==> src/rtl/kamacore_pkg.sv <==
// Shared widths and types for the kamacore integer register file slice.
package kamacore_pkg;
    localparam int CPU_WIDTH      = 32;
    localparam int REG_ADDR_WIDTH = 5;
    localparam int NUM_REGS       = 32;
    localparam int PEND_WIDTH     = 2;

    typedef logic [REG_ADDR_WIDTH-1:0] reg_addr_t;
    typedef logic [CPU_WIDTH-1:0]      word_t;
    typedef logic [PEND_WIDTH-1:0]     pend_cnt_t;

    // True when an enabled write targets a non-zero register equal to addr.
    function automatic logic addr_hit(input logic we, input reg_addr_t wa, input reg_addr_t addr);
        return we && (wa == addr) && (addr != '0);
    endfunction
endpackage

==> src/rtl/kamacore_regfile_if.sv <==
// Decode/writeback bundle of the register file: master drives, slave is the regfile.
interface kamacore_regfile_if;
    import kamacore_pkg::*;

    reg_addr_t rs1_a;
    reg_addr_t rs2_a;
    word_t     rs1_data;
    word_t     rs2_data;
    logic      rs1_pending;
    logic      rs2_pending;
    logic      issue_we;
    reg_addr_t issue_rd_a;
    logic      issue_ready;
    logic      flush;
    logic      writeback_rd_we;
    reg_addr_t writeback_rd_a;
    word_t     writeback_rd_data;
    logic      wb_underflow;

    modport master (
        output rs1_a, rs2_a, issue_we, issue_rd_a, flush,
               writeback_rd_we, writeback_rd_a, writeback_rd_data,
        input  rs1_data, rs2_data, rs1_pending, rs2_pending, issue_ready, wb_underflow
    );

    modport slave (
        input  rs1_a, rs2_a, issue_we, issue_rd_a, flush,
               writeback_rd_we, writeback_rd_a, writeback_rd_data,
        output rs1_data, rs2_data, rs1_pending, rs2_pending, issue_ready, wb_underflow
    );
endinterface

==> src/rtl/kamacore_regfile_scoreboard.sv <==
// Per-register pending-writer counters, issue_ready, pending flags and the sticky underflow flag.
// KAMACORE_REGFILE_BYPASS_EN credits a same-cycle writeback in the pending flags.
module kamacore_regfile_scoreboard
    import kamacore_pkg::*;
#(
    parameter int NUM_REGS   = 32,
    parameter int PEND_WIDTH = 2
) (
    input  logic      clk,
    input  logic      rst,
    input  logic      flush,
    input  logic      issue_we,
    input  reg_addr_t issue_rd_a,
    input  logic      wb_we,
    input  reg_addr_t wb_a,
    input  reg_addr_t rs1_a,
    input  reg_addr_t rs2_a,
    output logic      rs1_pending,
    output logic      rs2_pending,
    output logic      issue_ready,
    output logic      wb_underflow
);
    typedef logic [PEND_WIDTH-1:0] cnt_t;
    localparam cnt_t CNT_MAX = '1;

    cnt_t cnt_reg  [NUM_REGS];
    cnt_t cnt_next [NUM_REGS];
    logic underflow_reg;
    logic issue_fire;
    logic underflow_set;

    // Readiness looks only at the registered count; a same-cycle retire is not credited.
    assign issue_ready   = (issue_rd_a == '0) || (cnt_reg[issue_rd_a] != CNT_MAX);
    assign issue_fire    = issue_we && issue_ready && (issue_rd_a != '0);
    assign underflow_set = !flush && wb_we && (wb_a != '0) && (cnt_reg[wb_a] == '0)
                           && !(issue_fire && (issue_rd_a == wb_a));
    assign wb_underflow  = underflow_reg;

    assign cnt_next[0] = '0;

    generate
        for (genvar gi = 1; gi < NUM_REGS; gi++) begin : g_cnt
            logic issue_hit;
            logic wb_hit;
            assign issue_hit = issue_fire && (issue_rd_a == reg_addr_t'(gi));
            assign wb_hit    = wb_we && (wb_a == reg_addr_t'(gi));
            // Flush wipes everything, then a same-cycle issue re-registers its producer.
            assign cnt_next[gi] = flush                  ? (issue_hit ? cnt_t'(1) : '0) :
                                  (issue_hit && wb_hit)  ? cnt_reg[gi] :
                                  issue_hit              ? cnt_reg[gi] + cnt_t'(1) :
                                  (wb_hit && cnt_reg[gi] != '0) ? cnt_reg[gi] - cnt_t'(1) :
                                  cnt_reg[gi];
        end
    endgenerate

`ifdef KAMACORE_REGFILE_BYPASS_EN
    assign rs1_pending = (cnt_reg[rs1_a] - cnt_t'(addr_hit(wb_we, wb_a, rs1_a))) != '0;
    assign rs2_pending = (cnt_reg[rs2_a] - cnt_t'(addr_hit(wb_we, wb_a, rs2_a))) != '0;
`else
    assign rs1_pending = cnt_reg[rs1_a] != '0;
    assign rs2_pending = cnt_reg[rs2_a] != '0;
`endif

    always_ff @(posedge clk) begin
        if (rst) begin
            for (int i = 0; i < NUM_REGS; i++) begin
                cnt_reg[i] <= '0;
            end
            underflow_reg <= 1'b0;
        end else begin
            cnt_reg <= cnt_next;
            if (underflow_set) begin
                underflow_reg <= 1'b1;
            end
        end
    end
endmodule

==> src/rtl/kamacore_regfile.sv <==
// Architectural integer register file: data array, two combinational read ports, scoreboard.
// KAMACORE_REGFILE_BYPASS_EN forwards same-cycle writeback data to the read ports.
module kamacore_regfile
    import kamacore_pkg::*;
#(
    parameter int NUM_REGS   = kamacore_pkg::NUM_REGS,
    parameter int PEND_WIDTH = kamacore_pkg::PEND_WIDTH
) (
    input logic               clk,
    input logic               rst,
    kamacore_regfile_if.slave rf
);
    word_t     regs_reg [NUM_REGS];
    reg_addr_t rd_a     [2];
    word_t     rd_data  [2];

    assign rd_a[0]     = rf.rs1_a;
    assign rd_a[1]     = rf.rs2_a;
    assign rf.rs1_data = rd_data[0];
    assign rf.rs2_data = rd_data[1];

    always_ff @(posedge clk) begin
        if (rst) begin
            for (int i = 0; i < NUM_REGS; i++) begin
                regs_reg[i] <= '0;
            end
        end else if (rf.writeback_rd_we && (rf.writeback_rd_a != '0)) begin
            regs_reg[rf.writeback_rd_a] <= rf.writeback_rd_data;
        end
    end

    generate
        for (genvar gi = 0; gi < 2; gi++) begin : g_rd
`ifdef KAMACORE_REGFILE_BYPASS_EN
            assign rd_data[gi] = addr_hit(rf.writeback_rd_we, rf.writeback_rd_a, rd_a[gi])
                                 ? rf.writeback_rd_data
                                 : ((rd_a[gi] == '0) ? '0 : regs_reg[rd_a[gi]]);
`else
            assign rd_data[gi] = (rd_a[gi] == '0) ? '0 : regs_reg[rd_a[gi]];
`endif
        end
    endgenerate

    kamacore_regfile_scoreboard #(
        .NUM_REGS   (NUM_REGS),
        .PEND_WIDTH (PEND_WIDTH)
    ) u_scoreboard (
        .clk          (clk),
        .rst          (rst),
        .flush        (rf.flush),
        .issue_we     (rf.issue_we),
        .issue_rd_a   (rf.issue_rd_a),
        .wb_we        (rf.writeback_rd_we),
        .wb_a         (rf.writeback_rd_a),
        .rs1_a        (rf.rs1_a),
        .rs2_a        (rf.rs2_a),
        .rs1_pending  (rf.rs1_pending),
        .rs2_pending  (rf.rs2_pending),
        .issue_ready  (rf.issue_ready),
        .wb_underflow (rf.wb_underflow)
    );
endmodule
==> src/flat_wrapper.sv <==
// flat-port wrapper written by rule: the top's interface ports become plain ports
module kamacore_regfile_flat import kamacore_pkg::*;
#(
    parameter int NUM_REGS   = kamacore_pkg::NUM_REGS,
    parameter int PEND_WIDTH = kamacore_pkg::PEND_WIDTH
)
  (clk, rst, rf_rs1_a, rf_rs2_a, rf_issue_we, rf_issue_rd_a, rf_flush, rf_writeback_rd_we, rf_writeback_rd_a, rf_writeback_rd_data, rf_rs1_data, rf_rs2_data, rf_rs1_pending, rf_rs2_pending, rf_issue_ready, rf_wb_underflow);
  kamacore_regfile_if rf_i ();
  input logic clk;
  input logic rst;
  input wire logic [$bits(rf_i.rs1_a)-1:0] rf_rs1_a;
  input wire logic [$bits(rf_i.rs2_a)-1:0] rf_rs2_a;
  input wire logic [$bits(rf_i.issue_we)-1:0] rf_issue_we;
  input wire logic [$bits(rf_i.issue_rd_a)-1:0] rf_issue_rd_a;
  input wire logic [$bits(rf_i.flush)-1:0] rf_flush;
  input wire logic [$bits(rf_i.writeback_rd_we)-1:0] rf_writeback_rd_we;
  input wire logic [$bits(rf_i.writeback_rd_a)-1:0] rf_writeback_rd_a;
  input wire logic [$bits(rf_i.writeback_rd_data)-1:0] rf_writeback_rd_data;
  output wire logic [$bits(rf_i.rs1_data)-1:0] rf_rs1_data;
  output wire logic [$bits(rf_i.rs2_data)-1:0] rf_rs2_data;
  output wire logic [$bits(rf_i.rs1_pending)-1:0] rf_rs1_pending;
  output wire logic [$bits(rf_i.rs2_pending)-1:0] rf_rs2_pending;
  output wire logic [$bits(rf_i.issue_ready)-1:0] rf_issue_ready;
  output wire logic [$bits(rf_i.wb_underflow)-1:0] rf_wb_underflow;
  assign rf_i.rs1_a = rf_rs1_a;
  assign rf_i.rs2_a = rf_rs2_a;
  assign rf_i.issue_we = rf_issue_we;
  assign rf_i.issue_rd_a = rf_issue_rd_a;
  assign rf_i.flush = rf_flush;
  assign rf_i.writeback_rd_we = rf_writeback_rd_we;
  assign rf_i.writeback_rd_a = rf_writeback_rd_a;
  assign rf_i.writeback_rd_data = rf_writeback_rd_data;
  assign rf_rs1_data = rf_i.rs1_data;
  assign rf_rs2_data = rf_i.rs2_data;
  assign rf_rs1_pending = rf_i.rs1_pending;
  assign rf_rs2_pending = rf_i.rs2_pending;
  assign rf_issue_ready = rf_i.issue_ready;
  assign rf_wb_underflow = rf_i.wb_underflow;
  kamacore_regfile #(.NUM_REGS(NUM_REGS), .PEND_WIDTH(PEND_WIDTH)) u_core (.clk(clk), .rst(rst), .rf(rf_i));
endmodule
==> config.mk <==
export PLATFORM = sky130hd
export DESIGN_NAME = kamacore_regfile_flat
export DESIGN_NICKNAME = d
export VERILOG_FILES = /design/src/rtl/kamacore_pkg.sv /design/src/rtl/kamacore_regfile_if.sv /design/src/rtl/kamacore_regfile_scoreboard.sv /design/src/rtl/kamacore_regfile.sv /design/src/flat_wrapper.sv
export SDC_FILE = /design/constraint.sdc
export NUM_CORES = 2
export LEC_CHECK = 0
export BUFFER_PORTS_ARGS = -buffer_cell sky130_fd_sc_hd__buf_4
export CAP_MARGIN = 20
export CORE_AREA = 5 5 322 640
export DETAILED_ROUTE_END_ITERATION = 8
export DIE_AREA = 0 0 327 645
export GPL_ROUTABILITY_DRIVEN = 0
export HOLD_SLACK_MARGIN = 0.02
export PLACE_DENSITY = 0.42
export SLEW_MARGIN = 5
export SYNTH_ARGS = -nofsm -noshare
export SYNTH_HDL_FRONTEND = slang
export SYNTH_SLANG_ARGS = --single-unit
==> constraint.sdc <==
create_clock -name clk -period 3 [get_ports clk]
set_clock_uncertainty 0.15 [all_clocks]
set_input_delay 0.15 -clock clk [delete_from_list [all_inputs] [get_ports clk]]
set_output_delay 0.15 -clock clk [all_outputs]
set_load 0.02 [all_outputs]
==> metrics.yaml <==
yosys:
  synth_seq_cells: 1087
  synthTopCellsByArea: "edfxtp_1 (51%), mux4_2 (26%), and2_1 (11%), dfxtp_1 (2.1%), clkbuf_1 (2.1%)"
  synth_area_sq_um: 59900
  postSynthCellCount: 3954
  yosysSeqAreaShare_pct: 53.5
  async_reset_ff_share_pct: 0
  yosysTopAreaCellShare_pct: 51.4
  synth_edf_count: 1024
  syn_avg_cell_area_sq_um: 15.1
  synth.distinct_cells: 53
  synth_ff_type: "edfxtp_1"
  ys_warn_count: 0
  yosysTopAreaCell: "edfxtp_1"
clock_tree:
  htree_levels: 3
  clk_path_buf_depth: 3
  root_buffer: "clkbuf_16"
  cts_tree: "built"
  cts_buffers: 107
  cts_sinks: 1087
  clk_latency_ps: 730
  clk_pin_slew_worst_paths_ps: 70
timing:
  setup_ws_ps: -11.4
  tightest_slew_ps: 1160
  fmax_ghz: 0.332
  hold_violations: 0
  slew_viol_final: 0
  maxSlewHeadroom_pct: 22.4
  min_period_over_period_pct: 100
  period_needed_ps: 3010
  setup_viol: 1
  rsz0062_at_grt: "true"
worst_setup_path:
  reg2reg_slack_ps: 90
  critical_path_arrival_ps: 2710
  ff2ff_path_depth: 8
  crit_required_ps: 2700
  cp_max_fo: 2
  worstSetupStartpoint: "u_core.regs_reg[12][20]"
  path_class: "register to primary output"
  crit_path_start_kind: "register"
  cp-endpoint: "rf_rs1_data[20]"
  r2r-start: "u_core.u_scoreboard.cnt_reg[32]"
  crit_path_end_kind: "primary output"
  r2r_end: "u_core.u_scoreboard.wb_underflow"
outcome:
  violations: "setup timing"
  status: "finished, violations left"
detailed_routing:
  drt_iter0_markers: 3455
  post-route-drc-count: 0
  num_vias: 38000
  viasPerCell: 5.52
  final_antenna_net_count: 0
  totalWireLength_microns: 249000
  wl_per_cell_microns: 36.2
  drt_pass1_iterations: 5
power_and_ir_drop:
  powerDensity_nw_per_um2: 536
  p_leak_nw: 24.0
  irDropWorstVdd_mv: 0.423
placed_design:
  dp_hpwl_microns: 161000
  io_buffers: 124
  place_inst: 6616
final_layout:
  fin_cells: 6881
  final_cell_mix: "edfxtp_1 (1,024), and2_1 (1,014), mux4_2 (678)"
  fillers: 18900
  final_core_util_pct: 35.6
  largest_register_ffs: 1024
  area_delta_synth_final_pct: 19.5
  drive_gt1_share_pct: 35.1
  mostFrequentLayoutCell: "edfxtp_1"
  num-nets-final: 4250
grt:
  antenna_found_initial: 31
  grt_pass1_wl_microns: 340000
  gr-total-overflow: 0
  grt_pass1_vias: 40600
  grtUsageTotal_pct: 23.3
  grt_max_degree: 71
floorplan:
  initial_core_util_pct: 29.8
  core_sq_um: 201000
  die_area_sq_um: 211000
  die_y_microns: 645
  io_pins: 125
  rows: 233
  fp.dieW_microns: 327
job:
  cap_viol_max_count: 0
min_path:
  hold_path_class: "primary input to register"
worst max-delay path: stages (launching register included):
cell,delay (ps)
edfxtp_1,400
mux4_2,480
mux4_2,580
mux2i_1,160
buf_4,180
nor2_4,40
buf_6,130
synth_stat cells (3+ instances only):
| library cell | count |
|---|---|
| buf_2 | 12 |
| o21bai_1 | 9 |
| nor2b_1 | 26 |
| inv_1 | 11 |
| nor4_2 | 4 |
| edfxtp_1 | 1024 |
| nand2_1 | 62 |
| and2_1 | 1014 |
| mux2i_1 | 93 |
| a211oi_1 | 16 |
| o21ai_0 | 70 |
| clkbuf_1 | 330 |
| and3_1 | 13 |
| nand3_1 | 14 |
| a31oi_1 | 35 |
| nor3_2 | 12 |
| buf_1 | 58 |
| nor3b_1 | 4 |
| nand2b_1 | 9 |
| or2_2 | 34 |
| nor4b_1 | 10 |
| nor2_1 | 188 |
| nor4_1 | 4 |
| xnor2_1 | 4 |
| dfxtp_1 | 63 |
| mux2_2 | 3 |
| or4b_2 | 18 |
| nor3_4 | 3 |
| o31ai_1 | 19 |
| buf_6 | 7 |
| a21oi_1 | 50 |
| nor3_1 | 31 |
| mux4_2 | 678 |
power breakdown:
part,total [mW],internal [mW],switching (mW)
clock network,14.9,8.40,6.53
registers,17.8,17.4,0.408
logic,5.61,2.56,3.05
total,38.3,28.3,9.99
logic make-up (layout without fill, tap and decap cells):
kind of cell / count (synthesis) / count (layout) / synth area share, %
flops: 1087 / 1087 / 53.5
compound gates: 211 / 211 / 2.11
xor+xnor: 4 / 4 / 0.0585
simple gates: 1458 / 1458 / 14.5
buf+inv: 419 / 721 / 2.75
other cells: 1 / 41 / 0.00626
mux: 774 / 774 / 27.1
through the flow:
| stage | setup slack (ps) | power, mW | TNS [ps] | hold WS, ps | cell area (sq um) |
|---|---|---|---|---|---|
| final | -11.4 | 38.3 | -11.4 | 85.9 | 71500 |
| after global routing | -95.6 | 39.5 | -472 | 89.8 | 71500 |
| after CTS | -108 | 38.7 | -877 | 36.0 | 71400 |
| after detailed placement | 39.0 | 23.6 | 0 | 273 | 66800 |
| after global placement | 53.2 | 23.6 | 0 | 280 | 66800 |
| after floorplan | 237 | 21.0 | 0 | 166 | 60000 |
worst min path at each step:
stage	end	slack, ps	from	cells after the start
after floorplan	u_core.u_scoreboard.wb_underflow	170	rf_writeback_rd_we	2
after global placement	u_core.u_scoreboard.cnt_reg[0]	280	rst	2
after detailed placement	u_core.u_scoreboard.cnt_reg[0]	270	rst	2
after CTS	u_core.u_scoreboard.cnt_reg[44]	40	rf_issue_rd_a[0]	5
after global routing	u_core.u_scoreboard.cnt_reg[44]	90	rf_issue_rd_a[0]	5
final	u_core.u_scoreboard.cnt_reg[44]	90	rf_issue_rd_a[0]	5
repair_timing:
item,CTS,global route
setup endpoints to repair,37,29
setup buffers,1,4
hold buffers,49,0
pin swaps,4,4
hold endpoints to repair,1142,0
resized for setup,96,18
routing by layer:
metal  track usage [%]  vias up  part of all wire, %
met5                 0        -               0.0052
met4              9.78        2                  5.0
met3              2.82      419                  4.8
met2              43.6     1300                   54
met1              26.7    20500                   36
li1                  -    15700                    -
layout make-up:
type | count | area (sq um) | area share, %
Inverter | 11 | 41.3 | 0.0577
Antenna cell | 9 | 22.5 | 0.0315
Clock inverter | 83 | 941 | 1.32
Multi-Input combinational cell | 2479 | 27000 | 37.7
Clock buffer | 120 | 2810 | 3.93
Tap cell | 2585 | 3230 | 4.52
Sequential cell | 1087 | 32000 | 44.8
Timing Repair Buffer | 507 | 5450 | 7.62
Note: power is estimated with default switching activity, not from simulation.
